[config.mk]
export PLATFORM = sky130hd
export DESIGN_NAME = rbz_spi_regfile
export DESIGN_NICKNAME = d
export VERILOG_FILES = /design/src/rtl/rbz_spi_pkg.sv /design/src/rtl/rbz_sync_edge.sv /design/src/rtl/rbz_spi_regfile.sv
export SDC_FILE = /design/constraint.sdc
export NUM_CORES = 1
export LEC_CHECK = 0
export CAP_MARGIN = 10
export CORE_MARGIN = 3
export CORE_UTILIZATION = 38
export CTS_BUF_LIST = sky130_fd_sc_hd__clkbuf_4 sky130_fd_sc_hd__clkbuf_8
export CTS_CLUSTER_SIZE = 24
export DETAILED_ROUTE_END_ITERATION = 8
export PLACE_DENSITY = 0.66
export SETUP_SLACK_MARGIN = 0.15
export SLEW_MARGIN = 20
export SYNTH_ARGS = -nofsm -noshare
export SYNTH_HDL_FRONTEND = slang
export SYNTH_HIERARCHICAL = 1
export SYNTH_SLANG_ARGS = --single-unit
export TNS_END_PERCENT = 100
[constraint.sdc]
create_clock -name clk -period 3.1 [get_ports clk]
set_input_delay 0.775 -clock clk [delete_from_list [all_inputs] [get_ports clk]]
set_output_delay 0.775 -clock clk [all_outputs]
set_load 0.01 [all_outputs]
[src/rtl/rbz_spi_pkg.sv]
// Shared types and constants for the raybox-zero SPI register file.
// Holds defaults, FSM encoding and register indices; no logic.
package rbz_spi_pkg;

    localparam int DEF_NUM_REGS = 8;
    localparam int DEF_CMD_W    = 4;
    localparam int DEF_DATA_W   = 24;

    typedef enum logic [1:0] {
        ST_IDLE  = 2'd0,
        ST_SHIFT = 2'd1,
        ST_DONE  = 2'd2,
        ST_DRAIN = 2'd3
    } spi_state_t;

    // Register map as seen by the renderer/tracer
    localparam int REG_SKY    = 0;
    localparam int REG_FLOOR  = 1;
    localparam int REG_LEAK   = 2;
    localparam int REG_OTHER  = 3;
    localparam int REG_VSHIFT = 4;
    localparam int REG_VINF   = 5;
    localparam int REG_MAPD   = 6;
    localparam int REG_TEXADD = 7;

endpackage

[src/rtl/rbz_sync_edge.sv]
// 2-FF synchroniser plus registered copy; level, rise and fall outputs.
// Latency: pad to level 2 clk, edge strobe acted on at 3rd clk; no backpressure.
module rbz_sync_edge #(
    parameter logic RST_VAL = 1'b0
) (
    input  logic clk,
    input  logic reset_n,
    input  logic d,
    output logic level,
    output logic rise,
    output logic fall
);

    logic meta, sync, prev;

    always_ff @(posedge clk) begin
        if (!reset_n) begin
            meta <= RST_VAL;
            sync <= RST_VAL;
            prev <= RST_VAL;
        end else begin
            meta <= d;
            sync <= meta;
            prev <= sync;
        end
    end

    assign level = sync;
    assign rise  = sync & ~prev;
    assign fall  = ~sync & prev;

endmodule

[src/rtl/rbz_spi_regfile.sv]
// SPI-slave register file: frames stage per register, i_load commits staged values to o_regs.
// Latency: pad to stage 4 clk after last sclk rise, i_load to o_regs 1 clk; no backpressure.
module rbz_spi_regfile
    import rbz_spi_pkg::*;
#(
    parameter int NUM_REGS = DEF_NUM_REGS,
    parameter int CMD_W    = DEF_CMD_W,
    parameter int DATA_W   = DEF_DATA_W,
    parameter logic [NUM_REGS*DATA_W-1:0] RESET_VAL = '0
) (
    input  logic                       clk,
    input  logic                       reset_n,
    input  logic                       i_reg_ss_n,
    input  logic                       i_reg_sclk,
    input  logic                       i_reg_mosi,
    input  logic                       i_load,
    output logic [NUM_REGS*DATA_W-1:0] o_regs,
    output logic [NUM_REGS-1:0]        o_pending,
    output logic                       o_commit,
    output logic                       o_bad_cmd
);

    localparam int FW    = CMD_W + DATA_W;
    localparam int CNT_W = $clog2(FW + 1);

    logic ss_lvl, ss_rise, ss_fall;
    logic sclk_lvl, sclk_rise, sclk_fall;
    logic mosi_lvl, mosi_rise, mosi_fall;

    rbz_sync_edge #(.RST_VAL(1'b1)) u_sync_ss (
        .clk(clk), .reset_n(reset_n), .d(i_reg_ss_n),
        .level(ss_lvl), .rise(ss_rise), .fall(ss_fall)
    );
    rbz_sync_edge #(.RST_VAL(1'b0)) u_sync_sclk (
        .clk(clk), .reset_n(reset_n), .d(i_reg_sclk),
        .level(sclk_lvl), .rise(sclk_rise), .fall(sclk_fall)
    );
    rbz_sync_edge #(.RST_VAL(1'b0)) u_sync_mosi (
        .clk(clk), .reset_n(reset_n), .d(i_reg_mosi),
        .level(mosi_lvl), .rise(mosi_rise), .fall(mosi_fall)
    );

    logic unused_edges;
    assign unused_edges = sclk_lvl ^ sclk_fall ^ mosi_rise ^ mosi_fall;

    spi_state_t          state, state_nxt;
    logic [FW-1:0]       shreg;
    logic [CNT_W-1:0]    cnt;
    logic [CMD_W-1:0]    cmd;
    logic [DATA_W-1:0]   data;
    logic                cmd_ok, last_bit;
    logic                frame_start, shift_en, wr_en, bad_en;
    logic [NUM_REGS-1:0] wr_mask, commit_mask, pending;
    logic [DATA_W-1:0]   staging [NUM_REGS];
    logic [DATA_W-1:0]   live    [NUM_REGS];

    assign cmd      = shreg[FW-1 -: CMD_W];
    assign data     = shreg[DATA_W-1:0];
    // Widened compare so NUM_REGS == 2**CMD_W still fits
    assign cmd_ok   = ({1'b0, cmd} < NUM_REGS[CMD_W:0]);
    assign last_bit = sclk_rise && (cnt == CNT_W'(FW - 1));

    always_ff @(posedge clk) begin
        if (!reset_n) state <= ST_IDLE;
        else          state <= state_nxt;
    end

    always_comb begin
        state_nxt = state;
        case (state)
            ST_IDLE:  if (ss_fall) state_nxt = ST_SHIFT;
            ST_SHIFT: begin
                if (ss_rise)       state_nxt = ST_IDLE;
                else if (last_bit) state_nxt = ST_DONE;
            end
            ST_DONE:  state_nxt = ST_DRAIN;
            ST_DRAIN: if (ss_lvl) state_nxt = ST_IDLE;
            default:  state_nxt = ST_IDLE;
        endcase
    end

    always_comb begin
        frame_start = (state == ST_IDLE) && ss_fall;
        shift_en    = (state == ST_SHIFT) && sclk_rise && !ss_rise;
        wr_en       = (state == ST_DONE) && cmd_ok;
        bad_en      = (state == ST_DONE) && !cmd_ok;
        wr_mask     = '0;
        for (int n = 0; n < NUM_REGS; n++) begin
            wr_mask[n] = wr_en && (cmd == CMD_W'(n));
        end
        // A register written this cycle keeps its new value staged for the next strobe
        commit_mask = i_load ? (pending & ~wr_mask) : '0;
    end

    always_ff @(posedge clk) begin
        if (!reset_n) begin
            shreg <= '0;
            cnt   <= '0;
        end else if (frame_start) begin
            shreg <= '0;
            cnt   <= '0;
        end else if (shift_en) begin
            shreg <= {shreg[FW-2:0], mosi_lvl};
            cnt   <= cnt + CNT_W'(1);
        end
    end

    always_ff @(posedge clk) begin
        if (!reset_n) begin
            for (int n = 0; n < NUM_REGS; n++) begin
                staging[n] <= RESET_VAL[n*DATA_W +: DATA_W];
                live[n]    <= RESET_VAL[n*DATA_W +: DATA_W];
            end
            pending   <= '0;
            o_commit  <= 1'b0;
            o_bad_cmd <= 1'b0;
        end else begin
            for (int n = 0; n < NUM_REGS; n++) begin
                if (wr_mask[n])     staging[n] <= data;
                if (commit_mask[n]) live[n]    <= staging[n];
            end
            pending   <= (pending & ~commit_mask) | wr_mask;
            o_commit  <= |commit_mask;
            o_bad_cmd <= o_bad_cmd | bad_en;
        end
    end

    for (genvar gi = 0; gi < NUM_REGS; gi++) begin : g_out
        assign o_regs[gi*DATA_W +: DATA_W] = live[gi];
    end

    assign o_pending = pending;

endmodule

; Yosys cells after proc, flatten, opt, wreduce, memory -nomap -nowiden
; Memories as Yosys holds them, arrays and structs flattened.
; Index checks and enable logic that the tools add are counted.
[totals]
output_inout_bits = 202
register_bits = 53
mem_bits_rw = 384
mem_count = 2
elab_cells = 153
[memory_table]
columns = memory, words, width, rd, rd_clocked_by_memory_dff, write_ports, line
row1 = live, 8, 24, 8, 0, 8, rbz_spi_regfile.sv:55  ; logic [DATA_W-1:0] live [NUM_REGS];
row2 = staging, 8, 24, 8, 0, 8, rbz_spi_regfile.sv:54  ; logic [DATA_W-1:0] staging [NUM_REGS];
[op_classes]
order_cmp = 1
n_mux = 71
bitwise_logic = 29
n_reduce_logical = 21
n_addsub = 1
eq_ne = 14
[op_table]
columns = op, count
row1 = 24-bit 2-to-1 mux, 16
row2 = 1-bit 2-to-1 mux, 49
row3 = 1-bit bitwise OR, 17
row4 = 8-bit AND, 2
row5 = 4-bit by 3-bit == test with 1-bit output (second input constant), 4
row6 = 8-bit inverter, 2
row7 = 1-bit logical AND, 14
row8 = 4-bit by 2-bit == test with 1-bit output (second input constant), 2
row9 = 2-bit 2-to-1 mux, 4
row10 = 8-bit 2-to-1 mux, 1
row11 = 8-bit bitwise OR, 1
row12 = 2-bit one-hot mux with 4 select lines, 1
row13 = 8-bit OR reduction, 1
row14 = 5-bit by 1-bit adder with 5-bit output (second input constant), 1
row15 = 5-bit == test (second input constant), 1
row16 = 2-bit == test (second input constant), 2
row17 = 4-bit by 1-bit == test with 1-bit output (second input constant), 1
row18 = 4-bit zero test, 1
row19 = 4-bit < comparator (second input constant), 1
row20 = 1-bit inverter, 4
row21 = 1-bit AND, 3
row22 = 3-bit != test (second input constant), 1
row23 = 3-bit AND reduction, 1
row24 = 2-bit by 1-bit == test with 1-bit output (second input constant), 1
row25 = 5 further kinds, 6

; Longest topological paths before layout
[depth]
ltp_word = 10
depth_mapped = 7
mapped_depth_nobuf = 5

; By module
; Netlist, hierarchy kept.
[by_module_without_submodules]
columns = module, cells_per_inst, area_each_um2, instances
row1 = rbz_spi_regfile, 1051, 15571.2, 1
row2 = rbz_sync_edge, 8, 91.3, 3

; Worst setup path after synthesis
; OpenSTA, ideal clock, no wires.
[synth_timing]
kind = input-to-reg
startpoint = input port i_load
endpoint = memory live[1][48] (netlist name) (enable)
t_arrival_ns = 2.827
setup_slack_ns = -0.165
cell_stages = 3
setup_time_ns = 0.438
required_time_ns = 2.662
path_cell_list = clkbuf_1 nand2_1 o21ai_0
[synth_lines]
columns = item, line
row1 = start: declaration, rbz_spi_regfile.sv:16  ; input logic i_load,
row2 = end: declaration, rbz_spi_regfile.sv:55

; Final worst setup path
[layout_timing]
startpoint = register pending[3], in the netlist o_pending[3]
endpoint = output port o_pending[3]
[layout_lines]
columns = item, line
row1 = start: declaration, rbz_spi_regfile.sv:53  ; logic [NUM_REGS-1:0] wr_mask, commit_mask, pending;
row2 = start signal: assignment, rbz_spi_regfile.sv:122  ; pending <= (pending & ~commit_mask) | wr_mask;
row3 = end: declaration, rbz_spi_regfile.sv:18  ; output logic [NUM_REGS-1:0] o_pending,
; No word-level cell between the ends.

==> results by group <==
Detailed routing
  – 1st-iter DRT viols: 626
  – Via count: 9073
  – DR vias/cell: 4.67
  – Routed WL: 37000 um
  – DR pass1 iterations: 5
  – Post-detailed-route DRC marker count: 0
  – Avg WL per Cell: 19.0 um
  – Detail Route Antenna Nets: 0

Final layout
  – Most common cell after layout, fill and taps aside: edfxtp_1
  – Syn-to-layout area delta: 27.5%
  – Multi-input gate area: 2900 sq um
  – Diodes inserted: 0
  – Most frequent cells in the layout: edfxtp_1 (384), clkdlybuf4s50_1 (206), and2_1 (198)
  – Nets@finish: 1362
  – # fillers: 3496
  – Design area: 20100 sq um
  – Layout cells sized above 1: 13.1%
  – Storage element area: 12600 sq um

Status
  – Outcome: finished clean

Place
  – Placed cell area: 18800 sq um
  – Pre-CTS WS: 0.465 ns
  – Detailed placement HPWL: 24400 um
  – IO Port Bufs: 207
  – GPL Wtd Cong: 0.786

Pwr
  – P_leak: 7.18 nW
  – Pint: 0.00947 W
  – Sw Ratio: 20.9%
  – Comb pwr share: 3.8%
  – Pwr Density: 595 nW/um^2
  – Flop pwr share: 55.9%
  – Worst vdd ir: 0.303 mV
  – Clk pwr share: 40.4%
  – NetSw: 0.00251 W

Yosys
  – Post-synth net total: 1077
  – Synthesized area per cell: 14.8 sq um
  – Syn. warnings: 6
  – Post-synthesis cell count: 1070
  – Synth Cell Area: 15800 sq um

Clocking
  – CTS clk-pin slew, worst paths: 0.06 ns
  – TritonCTS clock tree: built
  – Clock Path Buffers: 3
  – Setup Buffers After CTS: 0
  – Cts repair resizes: 0
  – CTS Buf Count: 72
  – Clock sink count: 437
  – Clk Latency, worst-skew pair: 0.60 ns
  – H-tree depth: 3
  – Clock Tree Root: clkbuf_8
  – Hold_buf cts: 0

Die
  – Core Box Area: 40900 sq um
  – Die ar.: 44100 sq um
  – Core Rows: 74
  – I/O Pins: 208
  – Die span in x: 210 um
  – Die Height: 210 um
  – Initial core utilization: 38.6%

Job
  – Max-Cap Viols: 0

STA
  – Final period utilization: 80.4%
  – Final hold violations: 0
  – Least-Margin Pin Slew: 1.02 ns
  – RSZ-0062 raised after global routing: no
  – Setup ws final: 0.609 ns
  – Fin Hold WS: 0.414 ns
  – Max Freq: 0.401 GHz
  – Final min period: 2.49 ns
  – Setup TNS: 0 ns
  – Setup Skew: 0.0299 ns
  – Worst rel slew slack: 32.0%
  – # setup viols final: 0
  – Max-slew violations: 0

Setup path
  – CP Class: reg2out
  – CP cell instances: clkdlybuf4s50_1
  – WP data required: 2.32 ns
  – CP Data Arrival Time: 1.72 ns
  – Crit start category: register
  – Crit. End Element: primary output
  – Biggest cell delay along the critical path: 0.61 ns
  – Crit-path max FO: 5
  – Crit path max-delay family: buffers and inverters
  – Worst path slowest cell: clkdlybuf4s50_1
  – CP bufs+invs: 1

Global route
  – Initial antenna violation count: 1
  – Grt ovf: 0
  – Global-route wire length before repair: 54800 um
  – Vias in the first global route: 8998
  – GRT Total Usage: 16.8%
  – Pin count of the biggest net entering global routing: 52

Hold path
  – Hold crit path type: reg2reg
## registers in the layout, summed over array words and instances (netlist names), named ones only
register	count
live	192
staging	192
shreg	28
o_pending	8
cnt	5
o_bad_cmd	1
o_commit	1
state	1
u_sync_mosi/level	1
u_sync_mosi/meta	1
u_sync_sclk/level	1
u_sync_sclk/meta	1
u_sync_sclk/prev	1
u_sync_ss/level	1
u_sync_ss/meta	1
u_sync_ss/prev	1
## final cells by class
| class | instances | share of cell area, % |
|---|---|---|
| multi-input combinational | 554 | 14.4 |
| clock inverter | 29 | 0.808 |
| inverter | 24 | 0.447 |
| clock buffer | 99 | 6.08 |
| timing repair buffer | 266 | 12.5 |
| sequential | 437 | 62.5 |
| tap | 532 | 3.30 |
## power by group through the flow
stage	sequential [W]	combinational, W	clock [W]
floorplan	0.00684	0.000125	0
global placement	0.00682	0.000451	0
detailed placement	0.00682	0.000458	0
CTS	0.00670	0.000459	0.00497
global route	0.00671	0.000482	0.00524
finish	0.00669	0.000450	0.00484
## through the flow
step / std cells / util, % / total power, W
detailed placement: 1813 / 45.8 / 0.00728
global route: 1941 / 49.2 / 0.0124
global placement: 1813 / 45.8 / 0.00727
finish: 1941 / 49.2 / 0.0120
floorplan: 1070 / - / 0.00697
CTS: 1941 / 49.2 / 0.0121
## path summary, 6_finish.rpt
path | startpoint | endpoint | slack (ns) | cells after the start
hold / removal | u_sync_ss/meta$_SDFF_PN1_ | u_sync_ss/level$_SDFF_PN1_ | 0.41 | 1
setup / recovery | o_pending[3]$_SDFF_PN0_ | o_pending[3] | 0.61 | 1
hold reg to reg | u_sync_ss/meta$_SDFF_PN1_ | u_sync_ss/level$_SDFF_PN1_ | 0.41 | 1
setup reg to reg | register | live[0][70]$_SDFFCE_PN0P_ | 0.77 | 5
## routing by layer
layer | track usage [%] | vias up | wire length (um) | share of wire, %
met5 | 0 | - | 12 | 0.032
met4 | 6.91 | 2 | 1260 | 3.4
met3 | 4.36 | 82 | 2670 | 7.2
met2 | 26.9 | 325 | 17700 | 48
met1 | 21.9 | 4409 | 15300 | 41
li1 | - | 4255 | - | -
Power figures use the tool's default switching activity.
==> RTL change 1, RTL diff (same settings) <==
One comparison of `cnt` changes from == to >=.
--- a/src/rtl/rbz_spi_regfile.sv
+++ b/src/rtl/rbz_spi_regfile.sv
@@ -58,7 +58,7 @@
     assign data     = shreg[DATA_W-1:0];
     // Widened compare so NUM_REGS == 2**CMD_W still fits
     assign cmd_ok   = ({1'b0, cmd} < NUM_REGS[CMD_W:0]);
-    assign last_bit = sclk_rise && (cnt == CNT_W'(FW - 1));
+    assign last_bit = sclk_rise && (cnt >= CNT_W'(FW - 1));
 
     always_ff @(posedge clk) begin
         if (!reset_n) state <= ST_IDLE;
Check against the original RTL: no difference found for any inputs over 4 cycles, from zero or initial values and one cycle with reset_n low; that may be too few to reach the edited logic, so the function may still have changed.
==> RTL change 1 against the original RTL <==
  * Power is 0.76% lower
  * Sequential cell count unchanged
  * Wire length is 0.48% lower
  * Clock skew rose by 2.1 ps
  * Global-route usage down 0.23 points
  * Synthesized cell count grew 0.19%
  * Design area fell by 1.0%
  * Count of clock-buffer cells in the layout shrank 3
  * Critical path depth is the same
  * Sequential power about the same
  * Area after synthesis up 0.34%
  * Setup slack gained 36 ps
==> RTL change 1: results (changes against the original RTL) <==
status=finished clean (unchanged); met2 WL post-DR=17800 µm (was 17700 µm); Util after Layout=0.486 (was 0.492); Total Wirelength=36800 µm (was 37000 µm); Lkg Pwr=0.00703 µW (was 0.00718 µW); cell count after placement=1790 (was 1813); M1 wire length=15200 µm (was 15300 µm); largest net degree at the start of global routing=43 (was 52); vias per cell=4.66 (was 4.67); Sw Pwr=2470 µW (was 2510 µW); Nets=1337 (was 1362); Synthesized Nets=1079 (was 1077); clock skew=31.9 ps (was 29.9 ps); vias in the first global route=8549 (was 8998); P_clk=4760 µW (was 4840 µW); DP Area=18600 µm² (was 18800 µm²); PwrDens=597 nW/µm² (was 595 nW/µm²); clk_lat worst skew=590 ps; first-pass GRT wire length=53600 µm (was 54800 µm); DR iter-0 viols=556 (was 626); slowest stage delay, CP=700 ps (was 610 ps); TritonCTS Buffers=70 (was 72); vias=8910 (was 9073); Placer Congestion=0.779 (was 0.786); Syn Area/Cell=14.8 µm² (about the same); Worst Path Arrival=1680 ps (was 1720 ps); Slew @ Worst Pin=929 ps (was 1020 ps); Crit path max-delay family=buffers and inverters (unchanged); FILL cells=3495 (was 3496); Crit. Startpoint=o_pending[6] (was o_pending[3]); Slew Limit Fails=0 (unchanged); post-DP HPWL=22900 µm (was 24400 µm); Peak supply drop=0.251 mV (was 0.303 mV); Total GRT Usage=0.165 (was 0.168); share of layout cells above drive strength 1=0.114 (was 0.131); Yosys warning total=6 (unchanged)
-- RTL change 1: layer usage --
| metal | vias up | track usage |
|---|---|---|
| met5 | - | 0 |
| met4 | 2 | 0.0688 |
| li1 | 4198 | - |
| met1 | 4318 | 0.218 |
| met2 | 311 | 0.266 |
| met3 | 81 | 0.0387 |
-- RTL change 1: final timing paths --
path / end / slack (ps) / depth (start not counted)
worst max register to register: staging[0][92] / 860 / 5
worst max-delay path: o_pending[6] / 640 / 1
worst min-delay path: u_sync_ss/level / 420 / 1
worst min register to register: u_sync_ss/level / 420 / 1
-- RTL change 1: cell type report --
type                    count  share of cell area
clock buffers              96              0.0603
clock inverters            25             0.00741
inverters                  24             0.00452
multi-input cells         556               0.146
flip-flops and latches    437               0.632
well taps                 532              0.0334
repair buffers            241               0.117
==> RTL change 2, RTL diff (same settings) <==
Made on the original files. `DEF_DATA_W`: 24 -> 36.
--- a/src/rtl/rbz_spi_pkg.sv
+++ b/src/rtl/rbz_spi_pkg.sv
@@ -4,7 +4,7 @@
 
     localparam int DEF_NUM_REGS = 8;
     localparam int DEF_CMD_W    = 4;
-    localparam int DEF_DATA_W   = 24;
+    localparam int DEF_DATA_W   = 36;
 
     typedef enum logic [1:0] {
         ST_IDLE  = 2'd0,
Ports: changed (resized o_regs); port bits go from 208 to 304. The function was not compared with the original's and may differ.
==> RTL change 2 against the original RTL <==
  * Clock skew rose by 16 ps
  * Sequential power up 47%
  * Area after synthesis rose by 46%
  * Sequential share of layout area is 1.4 points higher
  * Wire length up 51%
  * Critical path depth rose by 3
  * Sequential cell count grew 205
  * Via count rose by 42%
  * Setup slack lost 43 ps
  * Design area rose by 45%
  * Maximum frequency fell by 1.7%
  * Power up 46%
  * First-iteration DRC count increased by 40%
==> RTL change 2: results (changes against the original RTL) <==
status=finished clean (unchanged); hold slack=406 ps (was 414 ps); TritonCTS Buffers=101 (was 72); M1 wire length=21700 µm (was 15300 µm); Setup WS pre-CTS=288 ps (was 465 ps); Reg2Reg Depth=4 (was 5); slowest stage delay, CP=800 ps (was 610 ps); Reg2Reg Setup Slack=570 ps (was 770 ps); DP Area=27200 µm² (was 18800 µm²); first-pass GRT wire length=81600 µm (was 54800 µm); met1 global-route usage=0.211 (was 0.219); Post-Syn Area=23000 µm² (was 15800 µm²); DR iter-0 viols=877 (was 626); Peak supply drop=0.304 mV (was 0.303 mV); post-DP HPWL=37000 µm (was 24400 µm); antenna violations before repair=0 (was 1); largest net degree at the start of global routing=57 (was 52); Total Wirelength=55900 µm (was 37000 µm); share of power burned in registers=0.564 (was 0.559); Crit path max-delay family=compound AO/OA/AOI/OAI gates (was buffers and inverters); vias per cell=4.70 (was 4.67); Initial DRT Pass Iterations=8 (was 5); share of layout cells above drive strength 1=0.111 (was 0.131); # port buffers=303 (was 207); Cells after Synth=1535 (was 1070); P_seq=9860 µW (was 6690 µW); CTS Buffer Depth=3 (unchanged); cell-internal power=13900 µW (was 9470 µW); Lkg Pwr=0.0103 µW (was 0.00718 µW); root buf cell=clkbuf_8 (unchanged); cts repair resizes=0 (unchanged); ANT cells=0 (unchanged); Rel. slew slack=0.301 (was 0.320); Placer Congestion=0.771 (was 0.786); CP max stage cell=o21ai_4 (was clkdlybuf4s50_1); r2r endpoint=staging[1][92] (was live[0][70]); highest metal used=met4 (was met5); Largest regs=live (288), staging (288), shreg (40) (was live (192), staging (192), shreg (28)); clock skew=46.3 ps (was 29.9 ps); Yosys warning total=6 (unchanged); Total GRT Usage=0.176 (was 0.168); postcts setup bufs=0 (unchanged); met2 usage=0.310 (was 0.269); met2 WL post-DR=29100 µm (was 17700 µm); M3 GR Usage=0.0405 (was 0.0436); clk_lat worst skew=680 ps (was 600 ps); Nets=1904 (was 1362); CP Max Fanout=27 (was 5); power share of the clock group=0.396 (was 0.404); routed len/inst=20.4 µm (was 19.0 µm); hold depth=1 (unchanged); length of routed met3 wiring=3550 µm (was 2670 µm); clk slew on worst S/H paths=60 ps (about the same); cell count after placement=2567 (was 1813)
==> RTL change 2: changes by cell type in the layout (fill, tap and decap cells not counted), moves of 19 or more <==
cell | unedited run | this run
edfxtp_1 | 384 | 576
clkdlybuf4s50_1 | 206 | 302
clkbuf_4 | 22 | 41
and2_1 | 198 | 293
nor2_1 | 151 | 224
clkbuf_8 | 77 | 102
nand2_1 | 106 | 141
buf_4 | 59 | 31
==> RTL change 2: worst max-delay path by stage <==
stage	cells past startpoint	endpoint	from	slack (ps)
after floorplan	3	live[0][108]	i_load	-300
after global placement	3	live[0][12]	i_load	330
final	4	staging[1][92]	flop	570
after detailed placement	3	live[0][24]	i_load	290
after global routing	4	staging[1][85]	flop	400
after CTS	4	staging[1][82]	flop	510
==> RTL change 2: area by class of cell <==
class                      count  area (µm²)
fill                        5073       30300
sequential                   642       18600
multi-input combinational    773        4030
timing repair buffer         341        3420
clock buffer                 143        1710
tap                          773         967
clock inverter                33         240
inverter                      38         143
